**src/rtl/im_fetch_ctrl.sv**
```systemverilog
// im_fetch_ctrl
//   Instruction-fetch controller for a 1K-word instruction memory with a
//   combinational read port. It owns the fetch PC and drives the memory word
//   address. Each returned word is pushed with its PC into a small FIFO. The
//   FIFO head is handed to decode over a valid/ready handshake.
//   A redirect flushes the FIFO and reloads the PC. A redirect to a
//   misaligned target latches a sticky fault instead. The fault clears only
//   on reset. Halt stops fetching, but the FIFO keeps draining.
//
// Ports
//   clk             in   1   rising-edge clock
//   reset           in   1   synchronous, active-high
//   im_addr         out  10  instruction memory word address (fetch_pc[11:2])
//   im_data         in   32  instruction word read combinationally at im_addr
//   redirect_valid  in   1   one-cycle redirect request
//   redirect_pc     in   32  redirect target
//   halt            in   1   level: suspend fetching
//   out_valid       out  1   FIFO head valid
//   out_ready       in   1   decode accepts the head this cycle
//   out_instr       out  32  head instruction
//   out_pc          out  32  head PC
//   fault           out  1   sticky misaligned-redirect flag
module im_fetch_ctrl #(
  parameter logic [31:0] PC_RESET = 32'h0000_3000,
  parameter int          DEPTH    = 2
) (
  input  logic        clk,
  input  logic        reset,
  output logic [9:0]  im_addr,
  input  logic [31:0] im_data,
  input  logic        redirect_valid,
  input  logic [31:0] redirect_pc,
  input  logic        halt,
  output logic        out_valid,
  input  logic        out_ready,
  output logic [31:0] out_instr,
  output logic [31:0] out_pc,
  output logic        fault
);

  localparam int AW = $clog2(DEPTH);

  typedef enum logic [1:0] {
    S_RUN   = 2'd0,
    S_HOLD  = 2'd1,
    S_FAULT = 2'd2
  } state_t;

  state_t      state_reg, state_next;
  logic [31:0] fetch_pc_reg, fetch_pc_next;

  // Pointers carry one extra wrap bit so full and empty can be told apart.
  logic [AW:0] wr_ptr_reg, rd_ptr_reg;
  logic [31:0] instr_mem [DEPTH];
  logic [31:0] pc_mem    [DEPTH];

  // Last head seen. It keeps out_* stable while the FIFO is empty.
  logic [31:0] last_instr_reg, last_pc_reg;

  logic        fifo_empty, fifo_full;
  logic        push, pop, flush;
  logic [31:0] head_instr, head_pc;

  assign im_addr    = fetch_pc_reg[11:2];
  assign fifo_empty = (wr_ptr_reg == rd_ptr_reg);
  assign fifo_full  = (wr_ptr_reg[AW] != rd_ptr_reg[AW]) &&
                      (wr_ptr_reg[AW-1:0] == rd_ptr_reg[AW-1:0]);

  assign head_instr = instr_mem[rd_ptr_reg[AW-1:0]];
  assign head_pc    = pc_mem[rd_ptr_reg[AW-1:0]];

  assign out_valid  = !fifo_empty && (state_reg != S_FAULT);
  assign out_instr  = fifo_empty ? last_instr_reg : head_instr;
  assign out_pc     = fifo_empty ? last_pc_reg    : head_pc;
  assign fault      = (state_reg == S_FAULT);

  // Next-state, PC and FIFO control.
  always_comb begin
    state_next    = state_reg;
    fetch_pc_next = fetch_pc_reg;
    push          = 1'b0;
    flush         = 1'b0;
    pop           = out_valid && out_ready;

    if (redirect_valid && (state_reg != S_FAULT)) begin
      // A redirect discards everything in flight, including a pop offered this cycle.
      flush = 1'b1;
      pop   = 1'b0;
      if (redirect_pc[1:0] == 2'b00) begin
        fetch_pc_next = redirect_pc;
        state_next    = halt ? S_HOLD : S_RUN;
      end else begin
        state_next = S_FAULT;
      end
    end else begin
      case (state_reg)
        S_RUN: begin
          if (halt) begin
            state_next = S_HOLD;
          end else if (!fifo_full) begin
            // Full blocks the push even if a pop frees a slot this cycle.
            push          = 1'b1;
            fetch_pc_next = fetch_pc_reg + 32'd4;
          end
        end
        S_HOLD: begin
          if (!halt) begin
            state_next = S_RUN;
          end
        end
        S_FAULT: begin
          flush = 1'b1;
          pop   = 1'b0;
        end
        default: begin
          state_next = S_RUN;
        end
      endcase
    end
  end

  always_ff @(posedge clk) begin
    if (reset) begin
      state_reg      <= S_RUN;
      fetch_pc_reg   <= PC_RESET;
      wr_ptr_reg     <= '0;
      rd_ptr_reg     <= '0;
      last_instr_reg <= '0;
      last_pc_reg    <= '0;
    end else begin
      state_reg    <= state_next;
      fetch_pc_reg <= fetch_pc_next;
      if (flush) begin
        wr_ptr_reg <= '0;
        rd_ptr_reg <= '0;
      end else begin
        if (push) wr_ptr_reg <= wr_ptr_reg + 1'b1;
        if (pop)  rd_ptr_reg <= rd_ptr_reg + 1'b1;
      end
      if (!fifo_empty) begin
        last_instr_reg <= head_instr;
        last_pc_reg    <= head_pc;
      end
    end
  end

  // FIFO storage needs no reset. The pointers alone decide which slots hold valid data.
  always_ff @(posedge clk) begin
    if (push && !reset) begin
      instr_mem[wr_ptr_reg[AW-1:0]] <= im_data;
      pc_mem[wr_ptr_reg[AW-1:0]]    <= fetch_pc_reg;
    end
  end

endmodule

```
**config.mk**
```make
export PLATFORM = sky130hd
export DESIGN_NAME = im_fetch_ctrl
export DESIGN_NICKNAME = d
export VERILOG_FILES = /design/src/rtl/im_fetch_ctrl.sv
export SDC_FILE = /design/constraint.sdc
export NUM_CORES = 1
export LEC_CHECK = 0
export CAP_MARGIN = 0
export CORE_ASPECT_RATIO = 2
export CORE_UTILIZATION = 46
export CTS_BUF_LIST = sky130_fd_sc_hd__clkbuf_4 sky130_fd_sc_hd__clkbuf_8
export CTS_CLUSTER_DIAMETER = 50
export DETAILED_ROUTE_END_ITERATION = 7
export PLACE_DENSITY = 0.7
export SLEW_MARGIN = 10
export SYNTH_ARGS = -nofsm -noshare
export SYNTH_HDL_FRONTEND = slang
export SYNTH_SLANG_ARGS = --single-unit
```
**constraint.sdc**
```tcl
create_clock -name clk -period 8.8 [get_ports clk]
set_clock_uncertainty 0.05 [all_clocks]
set_input_delay 1.76 -clock clk [delete_from_list [all_inputs] [get_ports clk]]
set_output_delay 1.76 -clock clk [all_outputs]
set_load 0.05 [all_outputs]
```
==> results.yml <==
outcome:
  status: "complete, but fails checks"
  violations: "design-rule violations"
detailed_routing:
  first_pass_iters: 7
  num_vias: 6267
  via_per_inst: 5.24
  drt_wl_total_um: 20000
  drc: 4
  drt_iter0_drc: 300
  ant_nets: 0
  avgRoutedWirePerCell_um: 16.7
cells_and_area:
  num-fill-cells: 1764
  syn2layout_area_growth_pct: 23.9
  postLayoutCellArea_sq_um: 11400
  fin_util_pct: 58.0
  nNetsFinal: 979
  final_cells: 1196
  drive_above_1_share_pct: 8.57
critical_path:
  critical-path-top-delay-family: "buffers and inverters"
  reg2reg_from: "rd_ptr_reg[1]$_SDFFE_PP0P_"
  worst-path-buf-inv: 2
  startpoint: "wr_ptr_reg[0]$_SDFFE_PP0P_"
  crit_chain: "xnor2_1 > nand2_4 > buf_4 > nor2_1 > a21oi_1 > clkdlybuf4s50_1"
  critPathMaxFanout: 94
  crit_required_ps: 6990
  crit_path_start_kind: "flop"
  critPathMaxStageDelay_ps: 860
  crit_path_end_kind: "output pin"
  critPathKind: "flop to output pin"
  slowest_stage: "clkdlybuf4s50_1"
  r2r_slack_ps: 6100
  timing.rr.end: "instr_mem[1][8]$_DFFE_PP_"
  worst-path-stages: 6
  worst_setup_path_endpoint: "out_pc[21]"
  cp.arrival_ps: 3570
  ff2ff_path_depth: 4
global_routing:
  use_met1_pct: 21.9
  use_met2_pct: 35.9
  grt_use_total_pct: 19.4
  grt.busiest_layer: "met2"
  grt.overflow.total: 0
  grtUsageMet3_pct: 2.42
  antenna_found_initial: 0
  grt_max_degree: 95
  grt_pass1_wl_um: 30900
  grt_pass1_vias: 5999
job:
  max-cap-violations: 0
synthesis:
  synthTopCellsByCount: "128 x edfxtp_1, 103 x dfxtp_1, 94 x nor2_1"
  synth_fp_nets: 853
  avgSynthCellArea_sq_um: 11.8
  ys_seq_area_share_pct: 64.0
  synth_most_common_cell: "edfxtp_1"
  synthArstFlopShare_pct: 0
  yosysTopAreaCell: "edfxtp_1"
  yosysTopAreaCellShare_pct: 41.6
  synth_area_leaders: "edfxtp_1 42%, dfxtp_1 22%, mux2i_1 7.6%, a21oi_1 4.6%, and2_1 4.5%"
  syn_area_sq_um: 9230
  synth_warnings: 0
  synth-edff-count: 128
  syn_inst: 783
  synth_seq_cells: 231
  post_synth_num_cell_types: 58
  ys.flop_type: "edfxtp_1"
timing:
  hold_violations: 0
  tightest_slew_ps: 1170
  rsz0062_at_grt: "false"
  period_share_pct: 61.1
  fin_ws_ps: 3420
  fin_worst_hold_slack_ps: 408
  relSlewSlack_pct: 21.8
  period_minus_slack_ps: 5380
  setup-tns-final_ps: 0
  finalSetupViolations: 0
  slew_violations: 0
  fmax_ghz: 0.186
placed_design:
  dp_slack_ps: 3970
  portBuffers: 144
  gp_congestion: 0.876
  place_inst: 1139
  dpl_cell_area_sq_um: 10800
  dp_hpwl_um: 12700
power_and_ir_drop:
  p_int_mw: 1.70
  p_sw_uw: 567
  pwr-share-seq_pct: 52.4
  p_leak_nw: 3.91
  p_clk_share_pct: 35.2
  ir_drop_mv: 0.106
  total_power_mw: 2.27
  powerDensity_nw_per_um2: 198
  combPwrFrac_pct: 12.4
  swShare_pct: 25.0
clock_network:
  cts_sinks: 231
  cts.hold.buffers_added: 0
  clk_latency_ps: 550
  cts_root_buf: "clkbuf_8"
  post_cts_buffers: 0
  htreeDepth: 1
  clockBufferDepth: 3
  cts_tree: "built"
  clk_pin_slew_worst_paths_ps: 70
  cts_buffers: 30
  post_cts_resized: 0
floorplanning:
  die_w_um: 102
  die_y_um: 202
  dieArea_sq_um: 20700
  io_pins: 145
  start_util_pct: 46.8
  core-area_sq_um: 19700
  rows: 73
hold_path:
  hp-class: "flop to flop"
==> layout make-up <==
type | instances | area (sq um) | area share [%]
clock inverters | 8 | 33.8 | 0.295
well taps | 262 | 328 | 2.87
flip-flops and latches | 231 | 5910 | 51.7
diodes | 1 | 2.50 | 0.0219
repair buffers | 152 | 1500 | 13.1
multi-input cells | 489 | 3050 | 26.6
inverters | 5 | 18.8 | 0.164
clock buffers | 48 | 598 | 5.23
==> worst reg2reg max path, cell delays in order (launching register included) <==
cell and delay [ps]:
dfxtp_1 330, xnor2_1 470, o21a_1 490, and3_2 240, buf_4 700
==> worst min-delay path by stage <==
stage | startpoint | endpoint | depth (start not counted)
6_report | fetch_pc_reg[0]$_SDFFE_PP0P_ | pc_mem[0][0]$_DFFE_PP_ | 0
3_3_place_gp | fetch_pc_reg[0]$_SDFFE_PP0P_ | pc_mem[1][0]$_DFFE_PP_ | 0
2_1_floorplan | fetch_pc_reg[0]$_SDFFE_PP0P_ | pc_mem[0][0]$_DFFE_PP_ | 0
3_5_place_dp | fetch_pc_reg[1]$_SDFFE_PP0P_ | pc_mem[1][1]$_DFFE_PP_ | 0
5_1_grt | fetch_pc_reg[0]$_SDFFE_PP0P_ | pc_mem[0][0]$_DFFE_PP_ | 0
4_1_cts | fetch_pc_reg[0]$_SDFFE_PP0P_ | pc_mem[0][0]$_DFFE_PP_ | 0
==> cells by family (layout without fill, tap and decap cells) <==
kind of cell	Yosys count	after routing	share of synthesized area, %
adder cells (fa/ha/maj)	1	1	0.135
AND/OR/NAND/NOR	264	264	14.7
XOR/XNOR	7	7	0.664
flip-flops	231	231	64.0
AO/OA/AOI/OAI	145	145	9.46
multiplexers	72	72	7.83
buffers and inverters	63	213	3.21
other	0	1	0
==> per-layer routing <==
metal	vias up	routed length [um]	part of all wire, %
met5	-	0	0
met3	38	823	4.1
met2	163	10900	55
li1	3078	-	-
met4	0	519	2.6
met1	2988	7710	39
==> power by group through the flow <==
stage | sequential (mW) | clock, mW | combinational, mW
6_report | 1.19 | 0.798 | 0.280
5_1_grt | 1.19 | 0.864 | 0.299
4_1_cts | 1.19 | 0.822 | 0.283
3_5_place_dp | 1.21 | 0 | 0.282
3_3_place_gp | 1.21 | 0 | 0.280
2_1_floorplan | 1.21 | 0 | 0.181
==> placed cells by master (no fill, tap or decap), types with 4 or more instances in the layout <==
cell type / count
buf_4: 8
nor3_1: 6
o31ai_1: 4
edfxtp_1: 128
a21oi_1: 85
dfxtp_1: 102
clkbuf_4: 10
clkinv_1: 5
clkdlybuf4s50_1: 144
and2_1: 66
nand3_1: 15
and4_1: 4
clkbuf_8: 38
nand2_1: 34
a2111oi_1: 5
nor2_1: 93
and3_1: 11
xor2_1: 4
o21ai_0: 13
nor4_1: 4
a31oi_1: 7
nand4_1: 12
mux2i_1: 70
No activity file was read; power rests on OpenSTA's default activity.
